$ cat config.mk
export PLATFORM = sky130hd
export DESIGN_NAME = core_if_prefetch
export DESIGN_NICKNAME = d
export VERILOG_FILES = /design/src/rtl/core_if_prefetch.sv
export SDC_FILE = /design/constraint.sdc
export NUM_CORES = 1
export LEC_CHECK = 0
export BUFFER_PORTS_ARGS = -buffer_cell sky130_fd_sc_hd__buf_2
export CORE_ASPECT_RATIO = 1.1
export CORE_MARGIN = 3
export CORE_UTILIZATION = 40
export DETAILED_ROUTE_END_ITERATION = 8
export GPL_TIMING_DRIVEN = 0
export PLACE_DENSITY = 0.65
export SYNTH_ARGS = -nofsm -noshare
export SYNTH_HDL_FRONTEND = slang
export SYNTH_SLANG_ARGS = --single-unit
$ cat constraint.sdc
create_clock -name clk -period 3.8 [get_ports clk]
set_input_delay 0.57 -clock clk [delete_from_list [all_inputs] [get_ports clk]]
set_output_delay 0.57 -clock clk [all_outputs]
set_load 0.01 [all_outputs]
$ cat src/rtl/core_if_prefetch.sv
// core_if_prefetch
//   Instruction-fetch stage with a small prefetch queue. When it holds the ROM bus
//   it issues one req/ack fetch at a time, stores each returned {address, word}
//   pair, and hands the oldest pair to decode through a valid/ready handshake.
//   A redirect (flush) empties the queue, moves the fetch address, and discards
//   any fetch that is still in flight.
//
// Ports
//   clk            rising-edge clock
//   rst_n          synchronous reset, active low
//   bus_grant_in   1 = this block owns the ROM bus
//   rom_req_out    fetch request, held with rom_addr_out until rom_ack_in
//   rom_addr_out   fetch word address
//   rom_ack_in     fetch response valid, rom_data_in valid in the same cycle
//   rom_data_in    fetched word
//   flush_in       redirect: discard queued and in-flight words
//   flush_addr_in  new fetch address, taken when flush_in = 1
//   id_ready_in    decode takes the head entry this cycle
//   inst_valid_out head entry valid
//   inst_addr_out  head entry address (0 when empty)
//   inst_out       head entry instruction (0 when empty)
//   q_count_out    queue occupancy
module core_if_prefetch #(
   parameter int                ADDR_W   = 32,
   parameter int                DATA_W   = 32,
   parameter int                DEPTH    = 4,
   parameter logic [ADDR_W-1:0] RESET_PC = '0,
   parameter int                PC_STEP  = 4
) (
   input  logic                       clk,
   input  logic                       rst_n,
   input  logic                       bus_grant_in,
   output logic                       rom_req_out,
   output logic [ADDR_W-1:0]          rom_addr_out,
   input  logic                       rom_ack_in,
   input  logic [DATA_W-1:0]          rom_data_in,
   input  logic                       flush_in,
   input  logic [ADDR_W-1:0]          flush_addr_in,
   input  logic                       id_ready_in,
   output logic                       inst_valid_out,
   output logic [ADDR_W-1:0]          inst_addr_out,
   output logic [DATA_W-1:0]          inst_out,
   output logic [$clog2(DEPTH):0]     q_count_out
);

   localparam int PW = $clog2(DEPTH);
   localparam int CW = PW + 1;
   localparam logic [CW-1:0]     DEPTH_C = CW'(DEPTH);
   localparam logic [ADDR_W-1:0] STEP_C  = ADDR_W'(PC_STEP);

   typedef enum logic {IDLE, BUSY} state_t;

   state_t              state_reg;
   logic [ADDR_W-1:0]   fetch_pc_reg;
   logic                rom_req_reg;
   logic [ADDR_W-1:0]   rom_addr_reg;
   logic                drop_reg;
   logic [PW-1:0]       wr_ptr_reg;
   logic [PW-1:0]       rd_ptr_reg;
   logic [CW-1:0]       count_reg;

   logic [ADDR_W-1:0]   addr_mem [DEPTH];
   logic [DATA_W-1:0]   data_mem [DEPTH];

   logic                ack_take;
   logic                push;
   logic                pop;
   logic [CW-1:0]       count_next;
   logic                room;
   logic [ADDR_W-1:0]   pc_inc;

   // A response is only meaningful while a request is outstanding.
   assign ack_take   = (state_reg == BUSY) && rom_ack_in;
   // The word answering a request that was overtaken by a flush is never stored.
   assign push       = ack_take && !flush_in && !drop_reg;
   assign pop        = (count_reg != '0) && id_ready_in && !flush_in;
   assign count_next = flush_in ? '0 : (count_reg + CW'(push) - CW'(pop));
   // Only start a fetch when its word is guaranteed a free slot.
   assign room       = (count_next < DEPTH_C);
   assign pc_inc     = fetch_pc_reg + STEP_C;

   // Queue storage carries no reset; only the pointers and count define contents.
   always_ff @(posedge clk) begin
      if (push) begin
         addr_mem[wr_ptr_reg] <= rom_addr_reg;
         data_mem[wr_ptr_reg] <= rom_data_in;
      end
   end

   always_ff @(posedge clk) begin
      if (!rst_n) begin
         state_reg    <= IDLE;
         fetch_pc_reg <= RESET_PC;
         rom_req_reg  <= 1'b0;
         rom_addr_reg <= '0;
         drop_reg     <= 1'b0;
         wr_ptr_reg   <= '0;
         rd_ptr_reg   <= '0;
         count_reg    <= '0;
      end else begin
         // Queue bookkeeping
         count_reg <= count_next;
         if (flush_in) begin
            wr_ptr_reg <= '0;
            rd_ptr_reg <= '0;
         end else begin
            if (push) wr_ptr_reg <= wr_ptr_reg + PW'(1);
            if (pop)  rd_ptr_reg <= rd_ptr_reg + PW'(1);
         end

         // Request FSM
         case (state_reg)
            IDLE: begin
               if (flush_in) begin
                  fetch_pc_reg <= flush_addr_in;
               end else if (bus_grant_in && room) begin
                  state_reg    <= BUSY;
                  rom_req_reg  <= 1'b1;
                  rom_addr_reg <= fetch_pc_reg;
               end
            end
            BUSY: begin
               if (flush_in) begin
                  fetch_pc_reg <= flush_addr_in;
                  if (rom_ack_in) begin
                     state_reg   <= IDLE;
                     rom_req_reg <= 1'b0;
                     drop_reg    <= 1'b0;
                  end else begin
                     // Keep the bus transaction alive but mark its answer stale.
                     drop_reg <= 1'b1;
                  end
               end else if (rom_ack_in) begin
                  if (drop_reg) begin
                     // Stale answer consumed; restart cleanly from IDLE.
                     drop_reg    <= 1'b0;
                     state_reg   <= IDLE;
                     rom_req_reg <= 1'b0;
                  end else begin
                     fetch_pc_reg <= pc_inc;
                     if (bus_grant_in && room) begin
                        rom_addr_reg <= pc_inc;
                     end else begin
                        state_reg   <= IDLE;
                        rom_req_reg <= 1'b0;
                     end
                  end
               end
            end
            default: begin
               state_reg   <= IDLE;
               rom_req_reg <= 1'b0;
            end
         endcase
      end
   end

   assign rom_req_out    = rom_req_reg;
   assign rom_addr_out   = rom_addr_reg;
   assign inst_valid_out = (count_reg != '0);
   assign inst_addr_out  = inst_valid_out ? addr_mem[rd_ptr_reg] : '0;
   assign inst_out       = inst_valid_out ? data_mem[rd_ptr_reg] : '0;
   assign q_count_out    = count_reg;

endmodule

==> key figures, run 1 <==
Detailed routing
  • Residual DRC: 0
  • DRT Pass-1 Iters: 5
  • WL/cell: 20.39 um
  • Final ANT Viol Nets: 0
  • Vias: 8,489
  • 1st-iter DRT viols: 711
  • Vias per cell: 5.369
  • Routed WL: 32.24 mm

Global route
  • Antenna violations before repair: 2
  • Gr ovfl total: 0
  • GRT Total Usage: 17.35%
  • Vias in the first global route: 8,539
  • First-pass GRT wire length: 49.73 mm
  • Largest net degree at the start of global routing: 44

Place
  • Routability cong.: 0.8607
  • I/O Buffers: 170
  • Hpwl dp: 21.84 mm
  • Pre-CTS WS: -485.4 ps
  • Post-DP Area: 0.01526 mm2

Critical path
  • Critical Path End Type: register
  • Crit-path cells: and3b_1, clkbuf_1, nand2_1, ha_1, inv_1, ha_1, fa_1, xnor2_1, xnor2_2, and4_4, clkbuf_2, o21ai_0, a31oi_1
  • Critical path peak fanout: 10
  • Cell family with most CP delay: adder cells
  • Max incr delay on CP: 550 ps
  • Critical path arrival: 4070 ps
  • Critical Path Source Type: register
  • Crit-path most repeated cell: ha_1
  • Buf/Inv on CP: 3
  • CP required: 4230 ps
  • WS Path Type: register to register
  • CP max stage cell: dfxtp_1

Yosys
  • FF+latch count, synth: 332
  • Syn Area/Cell: 15.06 um2
  • Main flop type after synthesis: edfxtp_1
  • Async set-reset flop share out of synthesis: 0%
  • Post-Syn Nets: 990
  • Sequential-to-total area share from yosys stat: 67.05%
  • Syn Inst Count: 912
  • Number of enable flip-flop cells after synthesis: 256
  • Synth cell types: 51
  • Post-synthesis cell area: 0.01373 mm2
  • Yosys warnings: 0

Clock tree
  • Clock Sinks: 332
  • Skew-Pair Late Insertion Delay: 510 ps
  • Clock transition at path regs: 60 ps
  • Clock Path Buffers: 3
  • Root buf cell: clkbuf_16
  • H-tree Lvls: 2
  • Hold buffer count at CTS: 0
  • Number of buffers created by CTS: 36
  • CTS tree: yes

Floorplanning
  • Die outline height: 200.3 um
  • DIE WIDTH: 182.7 um
  • Core area: 0.03354 mm2
  • I/O pins: 171
  • Row Count: 70
  • Die area: 0.03660 mm2
  • Initial core utilization: 40.94%

Finish
  • Most frequent cells in the layout: edfxtp_1 (256), buf_2 (185), dfxtp_1 (76)
  • # fillers: 2,900
  • Fin nets: 1,200
  • Commonest non-fill, non-tap cell in the layout: edfxtp_1
  • Cell area after layout: 0.01643 mm2
  • P&R area growth vs syn: 19.60%
  • Top flop regs: addr_mem: 128 flops, data_mem: 128 flops
  • Layout cell share with drive strength beyond 1: 28.31%

Timing
  • Final slew viol count: 0
  • Max Clock Skew: 7.319 ps
  • Period minus WS final: 3639 ps
  • Final setup margin: 161.2 ps
  • Setup_tns: 0 ps
  • Worst rel slew slack: 47.19%
  • Final worst path period share: 95.76%
  • Fmax: 274.8 MHz
  • Hold Violations, Final: 0
  • Endpoints failing setup: 0
  • Slew @ Worst Pin: 792.2 ps

Pwr
  • P per Cell Area: 474.1 mW/mm2
  • Leak: 5.827 nW
  • Peak supply drop: 255.3 uV
  • Tot Pwr: 7.787 mW

Job
  • Max Cap Viol: 0

Status
  • Status: complete, no violations

Min path
  • Worst hold path class: primary input to register
area by class of cell:
cell class,instances,area (um2),area share [%]
well taps,432,540.5,3.291
plain buffers,62,259.0,1.577
flip-flops and latches,332,9209,56.06
diodes,1,2.502,0.01523
inverters,11,41.29,0.2514
multi-input cells,505,4255,25.91
clock buffers,45,977.2,5.949
repair buffers,174,960.9,5.850
clock inverters,19,180.2,1.097
metal layers:
metal	vias to the layer above	share of wire, %	GRT usage (%)
li1	3913	-	-
met5	-	0.040	0
met2	289	49	29.17
met4	2	2.3	4.898
met1	4227	42	23.10
met3	58	6.8	3.269
kinds of logic (layout without fill, tap and decap cells):
family | count (synthesis) | count (layout) | share of synthesized area (%)
AOI/OAI and AO/OA | 139 | 139 | 6.104
xor gates and xnor gates | 43 | 43 | 2.742
adders and majority gates | 8 | 8 | 0.7834
buffers and inverters | 75 | 311 | 2.186
DFF | 332 | 332 | 67.05
muxes | 69 | 69 | 10.86
other | 0 | 1 | 0
and+or+nand+nor | 246 | 246 | 10.28
synth_stat cells, types with 2 or more instances:
| cell | count | area [um2] |
|---|---|---|
| o211a_1 | 7 | 70.07 |
| o21ai_1 | 6 | 30.03 |
| mux4_2 | 64 | 1441 |
| a22o_1 | 6 | 52.55 |
| dfxtp_1 | 76 | 1521 |
| o2bb2ai_1 | 3 | 26.28 |
| and3_1 | 12 | 75.07 |
| ha_1 | 7 | 87.58 |
| nor2_1 | 20 | 75.07 |
| o21ai_0 | 48 | 240.2 |
| o22ai_1 | 4 | 25.02 |
| buf_2 | 14 | 70.07 |
| edfxtp_1 | 256 | 7687 |
| and2_1 | 74 | 462.9 |
| nor4_1 | 3 | 18.77 |
| a21oi_1 | 42 | 210.2 |
| buf_1 | 6 | 22.52 |
| xnor2_1 | 16 | 140.1 |
| a31oi_1 | 4 | 25.02 |
| nand3b_1 | 2 | 15.01 |
| or3_1 | 2 | 12.51 |
| nand2_1 | 53 | 198.9 |
| nand3_1 | 22 | 110.1 |
| nor3_1 | 7 | 35.03 |
| nand4_1 | 17 | 106.4 |
| and4_1 | 7 | 61.31 |
| clkbuf_1 | 43 | 161.4 |
| o211ai_1 | 3 | 22.52 |
| xor2_1 | 27 | 236.5 |
| mux2i_1 | 5 | 50.05 |
| inv_1 | 11 | 41.29 |
| o31a_1 | 5 | 43.79 |
| a32oi_1 | 3 | 26.28 |
| a22oi_1 | 5 | 37.54 |
| nand2b_1 | 3 | 18.77 |
| nor3_2 | 4 | 40.04 |
| nor2b_1 | 10 | 62.56 |
| or4_1 | 2 | 15.01 |
worst paths after layout:
check | slack (ps) | endpoint | depth (start not counted) | startpoint
hold reg to reg | 500 | wr_ptr_reg[1] | 2 | wr_ptr_reg[1]
setup / recovery | 160 | rom_addr_out[25] | 13 | state_reg
setup reg to reg | 160 | rom_addr_out[25] | 13 | state_reg
hold / removal | 280 | data_mem[3][28] | 1 | rom_data_in[28]
worst register-to-register path, stage by stage (launching register included):
cell	delay, ps
dfxtp_1	550
and3b_1	210
clkbuf_1	320
nand2_1	220
ha_1	330
inv_1	40
ha_1	180
fa_1	380
xnor2_1	170
xnor2_2	280
and4_4	380
clkbuf_2	240
o21ai_0	100
a31oi_1	160
power by group:
| part | total, mW | switching [mW] | internal (mW) |
|---|---|---|---|
| Clock | 3.40 | 1.36 | 2.03 |
| Combinational | 0.346 | 0.207 | 0.138 |
| Sequential | 4.05 | 0.0740 | 3.97 |
timing repair:
action / CTS / global route
buffers inserted: 0 / 0
resized for setup: 7 / 4
pin swaps: 0 / 0
hold endpoints to repair: 0 / 0
setup endpoints to repair: 32 / 12
per-stage QoR:
stage	util [%]	hold WS [ps]	cells
after floorplan	-	469.2	912
after global routing	48.97	259.9	1581
final	48.97	275.8	1581
after CTS	48.95	249.7	1580
after detailed placement	45.48	492.0	1518
after global placement	45.09	483.2	1514
(Power assumes the default switching activity.)
==> run 2, diff against run 1 <==
- CELL_PAD_IN_SITES_DETAIL_PLACEMENT: default -> 1
- CELL_PAD_IN_SITES_GLOBAL_PLACEMENT: default -> 2
- PLACE_DENSITY: 0.65 -> 0.83
==> run 2 against run 1 <==
Compared with the run above:
- cell area decreased by 0.37%
- clock skew increased by 3.9 ps
- hold slack about the same
- sequential power about the same
- critical path depth decreased by 1
- utilization decreased by 0.18 points
- combinational power increased by 3%
- register-to-register slack improved by 70 ps
- via count about the same
- final cell count decreased by 0.25%
- count of clock-buffer cells in the layout decreased by 3
- first-iteration DRC count decreased by 10%
- largest cell class unchanged
==> key figures, run 2 (synthesis gave the netlist of run 1 again) <==
Status
  • Status: complete, no violations (unchanged)

Timing
  • Final worst path period share: 93.87% (was 95.76%)
  • Fin Hold WS: 276.2 ps (was 275.8 ps)
  • RSZ-0062 raised after global routing: false
  • Hold Violations, Final: 0 (unchanged)
  • Slew @ Worst Pin: 729.8 ps (was 792.2 ps)
  • Endpoints failing setup: 0 (unchanged)
  • Final slew viol count: 0 (unchanged)
  • Period minus WS final: 3567 ps (was 3639 ps)
  • Worst rel slew slack: 50.98% (was 47.19%)
  • Max Clock Skew: 11.18 ps (was 7.319 ps)
  • Fmax: 280.3 MHz (was 274.8 MHz)
  • Final setup margin: 232.9 ps (was 161.2 ps)

Clock tree
  • Number of buffers created by CTS: 35 (was 36)
  • H-tree Lvls: 2 (unchanged)
  • Clock Sinks: 332 (unchanged)
  • Skew-Pair Late Insertion Delay: 510 ps (about the same)
  • Clock Path Buffers: 3 (unchanged)
  • Clock transition at path regs: 60 ps (about the same)
  • Root buf cell: clkbuf_16 (unchanged)
  • CTS tree: yes (unchanged)

Critical path
  • Crit-path most repeated cell: ha_1 (unchanged)
  • CP max stage cell: or3_1 (was dfxtp_1)
  • Crit-path cells: or3_1, and3_1, ha_1, inv_1, ha_1, fa_1, xnor2_1, xnor2_2, and4_2, clkbuf_2, o21ai_0, a21oi_1 (was and3b_1, clkbuf_1, nand2_1, ha_1, inv_1, ha_1, fa_1, xnor2_1, xnor2_2, and4_4, clkbuf_2, o21ai_0, a31oi_1)
  • Max incr delay on CP: 490 ps (was 550 ps)
  • Critical path peak fanout: 10 (unchanged)
  • CP required: 4230 ps (about the same)
  • Critical Path Source Type: register (unchanged)
  • Reg2reg start: q_count_out[1] (was state_reg)
  • Worst Reg-to-Reg Cells: 12 (was 13)
  • Critical Path End Type: register (unchanged)
  • Cell family with most CP delay: simple AND/OR/NAND/NOR gates (was adder cells)
  • Buf/Inv on CP: 2 (was 3)
  • WS Path Type: register to register (unchanged)
  • Critical path arrival: 3990 ps (was 4070 ps)
  • R2r setup slk: 230 ps (was 160 ps)
  • Reg2reg end: rom_addr_out[8] (was rom_addr_out[25])

Detailed routing
  • Final ANT Viol Nets: 0 (unchanged)
  • Vias per cell: 5.382 (was 5.369)
  • Residual DRC: 0 (unchanged)
  • Vias: 8,488 (was 8,489)
  • WL/cell: 22.15 um (was 20.39 um)
  • DRT Pass-1 Iters: 5 (unchanged)
  • Routed WL: 34.94 mm (was 32.24 mm)
  • 1st-iter DRT viols: 639 (was 711)

Finish
  • Most frequent cells in the layout: edfxtp_1 (256), buf_2 (185), dfxtp_1 (75) (was edfxtp_1 (256), buf_2 (185), dfxtp_1 (76))
  • Layout cell share with drive strength beyond 1: 28.56% (was 28.31%)
  • Antenna cells: 0 (was 1)
  • Top flop regs: addr_mem: 128 flops, data_mem: 128 flops (unchanged)
  • P&R area growth vs syn: 19.16% (was 19.60%)
  • Fin nets: 1,198 (was 1,200)
  • Commonest non-fill, non-tap cell in the layout: edfxtp_1 (unchanged)

Floorplanning
  • DIE WIDTH: 182.7 um (unchanged)
  • Die outline height: 200.3 um (unchanged)
  • Initial core utilization: 40.94% (unchanged)
  • I/O pins: 171 (unchanged)
  • Core area: 0.03354 mm2 (unchanged)
  • Row Count: 70 (unchanged)
  • Die area: 0.03660 mm2 (unchanged)

Global route
  • Antenna violations before repair: 0 (was 2)
  • GRT Total Usage: 18.77% (was 17.35%)
  • First-pass GRT wire length: 53.43 mm (was 49.73 mm)
  • Vias in the first global route: 8,865 (was 8,539)
  • Gr ovfl total: 0 (unchanged)
  • Largest net degree at the start of global routing: 45 (was 44)

Pwr
  • P_int: 5.993 mW (was 6.143 mW)
  • Share of total power in combinational logic: 4.6% (was 4.4%)
  • Sw Share: 21.77% (was 21.10%)
  • Leak: 5.805 nW (was 5.827 nW)
  • Peak supply drop: 267.4 uV (was 255.3 uV)
  • Net Sw Power: 1.668 mW (was 1.643 mW)
  • Register share of total power: 52.9% (was 52.0%)
  • P per Cell Area: 468.1 mW/mm2 (was 474.1 mW/mm2)
  • Clock share of power: 42.5% (was 43.6%)

Min path
  • Hold Path Sink: data_mem[1][11] (was data_mem[3][28])
  • Hold path cells: 1 (unchanged)
  • Worst hold path class: primary input to register (unchanged)
  • Hold wc startpoint: rom_data_in[11] (was rom_data_in[28])

Place
  • Hpwl dp: 23.92 mm (was 21.84 mm)
  • Pre-CTS WS: -598.8 ps (was -485.4 ps)
  • I/O Buffers: 170 (unchanged)
  • Routability cong.: 0.8067 (was 0.8607)

Job
  • Max Cap Viol: 0 (unchanged)
[run 2: cell types whose count changed in the layout (fill, tap and decap cells not counted), sizes merged]
| cell | delta |
|---|---|
| bufinv | -1 |
| clkbuf | -4 |
| clkinv | +4 |
| clkinvlp | -1 |
| diode | -1 |
| inv | -1 |
[run 2: metrics by stage]
stage | power, mW | cells | TNS (ps) | utilization, % | instance area (um2)
after global routing | 7.938 | 1577 | 0 | 48.79 | 16370
after CTS | 7.743 | 1578 | 0 | 48.80 | 16370
after global placement | 4.466 | 1514 | -302920 | 45.09 | 15130
after floorplan | 4.287 | 912 | 0 | - | 13730
after detailed placement | 4.483 | 1518 | -17140 | 45.48 | 15260
final | 7.660 | 1577 | 0 | 48.79 | 16370
[run 2: worst register-to-register path, stage by stage (launching register included)]
cell and delay [ps]:
dfxtp_1 360, or3_1 490, and3_1 280, ha_1 290, inv_1 40, ha_1 190
fa_1 380, xnor2_1 260, xnor2_2 210, and4_2 440, clkbuf_2 280, o21ai_0 120
a21oi_1 150
[run 2: how the worst max path moves through the flow]
stage                   startpoint               end  slack [ps]  cells past startpoint
global route        q_count_out[1]  rom_addr_out[26]          80                     12
detailed placement       state_reg  rom_addr_out[25]        -600                     14
global placement         state_reg   data_mem[0][30]       -1150                      5
floorplan               rom_ack_in    addr_mem[0][0]         590                      4
CTS                      state_reg  rom_addr_out[16]         130                     13
finish              q_count_out[1]   rom_addr_out[8]         230                     12
[run 2: final cells by class]
| cell class | count | area (um2) |
|---|---|---|
| Fill cell | 3372 | 17180 |
| Sequential cell | 332 | 9210 |
| Multi-Input combinational cell | 505 | 4254 |
| Timing Repair Buffer | 174 | 960.9 |
| Clock buffer | 42 | 922.1 |
| Tap cell | 432 | 540.5 |
| Buffer | 61 | 255.2 |
| Clock inverter | 20 | 181.4 |
| Inverter | 11 | 41.29 |
[run 2: power by group through the flow]
stage	registers [mW]	logic (mW)	clock network, mW
after CTS	4.05	0.358	3.33
after detailed placement	4.13	0.358	0
final	4.05	0.355	3.26
after global placement	4.12	0.346	0
after global routing	4.06	0.391	3.49
after floorplan	4.11	0.181	0
[run 2: timing repair]
action                     CTS  global route
hold buffers                 0             0
setup endpoints to repair   32            27
gates resized for setup      9             0
buffers inserted             0             0
[run 2: layer usage]
metal | GRT usage, % | wire length [um]
met5 | 0 | 0
met4 | 3.946 | 554
met3 | 2.815 | 1632
met2 | 32.65 | 17690
met1 | 25.07 | 15060
==> run 3, diff against run 2 <==
- CORE_MARGIN: 3 -> default
- clock period: 3.8 -> 4.2 ns (I/O delays scaled with it)
==> run 3 against run 2 <==
Compared with the run above:
- global-route usage grew 1.2 points
- sequential cell count is the same
- first-iteration DRC count shrank 23%
- utilization grew 0.21 points
- largest power group unchanged
- highest routed layer unchanged
==> key figures, run 3 (synthesis gave the netlist of run 1 again) <==
Finish
  • P&R area growth vs syn: 19.67% (was 19.16%)
  • # fillers: 3,373 (was 3,372)
  • Commonest non-fill, non-tap cell in the layout: edfxtp_1 (unchanged)
  • Top flop regs: addr_mem: 128 flops, data_mem: 128 flops (unchanged)
  • Fin nets: 1,200 (was 1,198)
  • Antenna cells: 0 (unchanged)
  • Layout cell share with drive strength beyond 1: 28.46% (was 28.56%)
  • Most frequent cells in the layout: edfxtp_1 (256), buf_2 (185), dfxtp_1 (76) (was edfxtp_1 (256), buf_2 (185), dfxtp_1 (75))

Floorplanning
  • Die outline height: 196.3 um (was 200.3 um)
  • Initial core utilization: 40.94% (unchanged)
  • DIE WIDTH: 178.7 um (was 182.7 um)
  • Row Count: 70 (unchanged)
  • Die area: 0.03508 mm2 (was 0.03660 mm2)
  • Core area: 0.03354 mm2 (unchanged)
  • I/O pins: 171 (unchanged)

Timing
  • Final worst path period share: 92.97% (was 93.87%)
  • Period minus WS final: 3905 ps (was 3567 ps)
  • Worst rel slew slack: 49.41% (was 50.98%)
  • Hold Violations, Final: 0 (unchanged)
  • Max Clock Skew: 10.01 ps (was 11.18 ps)
  • Slew @ Worst Pin: 753.2 ps (was 729.8 ps)
  • Fin Hold WS: 331.3 ps (was 276.2 ps)
  • Final slew viol count: 0 (unchanged)
  • Fmax: 256.1 MHz (was 280.3 MHz)
  • Endpoints failing setup: 0 (unchanged)
  • Final setup margin: 295.4 ps (was 232.9 ps)
  • RSZ-0062 raised after global routing: false (unchanged)

Clock tree
  • Number of buffers created by CTS: 36 (was 35)
  • Skew-Pair Late Insertion Delay: 510 ps (about the same)
  • Root buf cell: clkbuf_16 (unchanged)
  • CTS tree: yes (unchanged)
  • Clock Sinks: 332 (unchanged)
  • H-tree Lvls: 2 (unchanged)
  • Clock transition at path regs: 60 ps (about the same)
  • Clock Path Buffers: 3 (unchanged)

Place
  • Routability cong.: 0.8445 (was 0.8067)
  • I/O Buffers: 170 (unchanged)
  • Pre-CTS WS: -226.8 ps (was -598.8 ps)
  • Hpwl dp: 23.86 mm (was 23.92 mm)

Detailed routing
  • Routed WL: 34.59 mm (was 34.94 mm)
  • WL/cell: 21.88 um (was 22.15 um)
  • DRT Pass-1 Iters: 4 (was 5)
  • Residual DRC: 0 (unchanged)
  • Vias per cell: 5.333 (was 5.382)
  • Final ANT Viol Nets: 0 (unchanged)
  • Vias: 8,432 (was 8,488)
  • 1st-iter DRT viols: 489 (was 639)

Global route
  • Vias in the first global route: 8,922 (was 8,865)
  • First-pass GRT wire length: 52.63 mm (was 53.43 mm)
  • Gr ovfl total: 0 (unchanged)
  • GRT Total Usage: 20.02% (was 18.77%)
  • Largest net degree at the start of global routing: 50 (was 45)
  • Antenna violations before repair: 0 (unchanged)

Critical path
  • Critical Path Source Type: register (unchanged)
  • WS Path Type: register to register (unchanged)
  • CP required: 4580 ps (was 4230 ps)
  • Critical path peak fanout: 10 (unchanged)
  • Critical Path End Type: register (unchanged)
  • Critical path arrival: 4280 ps (was 3990 ps)

Pwr
  • Peak supply drop: 239.9 uV (was 267.4 uV)
  • P per Cell Area: 434.8 mW/mm2 (was 468.1 mW/mm2)
  • Leak: 5.834 nW (was 5.805 nW)

Status
  • Status: complete, no violations (unchanged)

Min path
  • Worst hold path class: primary input to register (unchanged)

Job
  • Max Cap Viol: 0 (unchanged)
==> run 3: final timing paths <==
path / from / end / slack, ps / depth (start not counted)
worst max-delay path: state_reg / rom_addr_out[12] / 300 / 12
worst min-delay path: rom_data_in[29] / data_mem[1][29] / 330 / 1
worst max register to register: state_reg / rom_addr_out[12] / 300 / 12
worst min register to register: wr_ptr_reg[1] / wr_ptr_reg[1] / 510 / 2
==> run 3: report_power, final <==
group / internal [mW] / switching, mW
Sequential: 3.59 / 0.0709
Combinational: 0.124 / 0.194
Clock: 1.90 / 1.26
==> run 3: area by class of cell <==
type | count | area, um2 | area share (%)
Sequential cell | 332 | 9209 | 56.03
Multi-Input combinational cell | 505 | 4247 | 25.84
Clock buffer | 45 | 975.9 | 5.938
Timing Repair Buffer | 174 | 953.4 | 5.801
Tap cell | 432 | 540.5 | 3.289
Buffer | 62 | 257.7 | 1.568
Clock inverter | 20 | 211.5 | 1.287
Inverter | 11 | 41.29 | 0.2512
==> run 3: repair_timing <==
item	CTS	global route
gates resized for setup	3	5
hold buffers	0	0
endpoints found under the setup margin	30	29
pin swaps	0	0
buffers inserted	0	0
==> run 3: layer usage <==
metal	track usage (%)	up-vias	part of all wire, %
met4	5.712	0	2.3
li1	-	3922	-
met5	0	-	0
met1	26.09	4230	43
met3	3.569	53	5.3
met2	34.08	227	50
==> run 3: critical path, cell delays in order, from the launching register on <==
cell and delay [ps]:
dfxtp_1 580, and3b_1 210, clkbuf_1 320, nand2_1 180
ha_1 310, inv_1 50, ha_1 190, fa_1 380
xnor2_1 150, xnor2_1 380, and4_2 480, clkbuf_1 380
a21oi_1 140
==> run 3: through the flow <==
step           instance area, um2  instances  power (mW)  TNS, ps  util (%)
2_1_floorplan               13730        912       3.879        0         -
3_3_place_gp                15130       1514       4.039  -210940     45.09
3_5_place_dp                15250       1518       4.053    -5368     45.46
4_1_cts                     16430       1581       7.225        0     48.99
5_1_grt                     16440       1581       7.371        0     49.00
6_report                    16440       1581       7.146        0     49.00
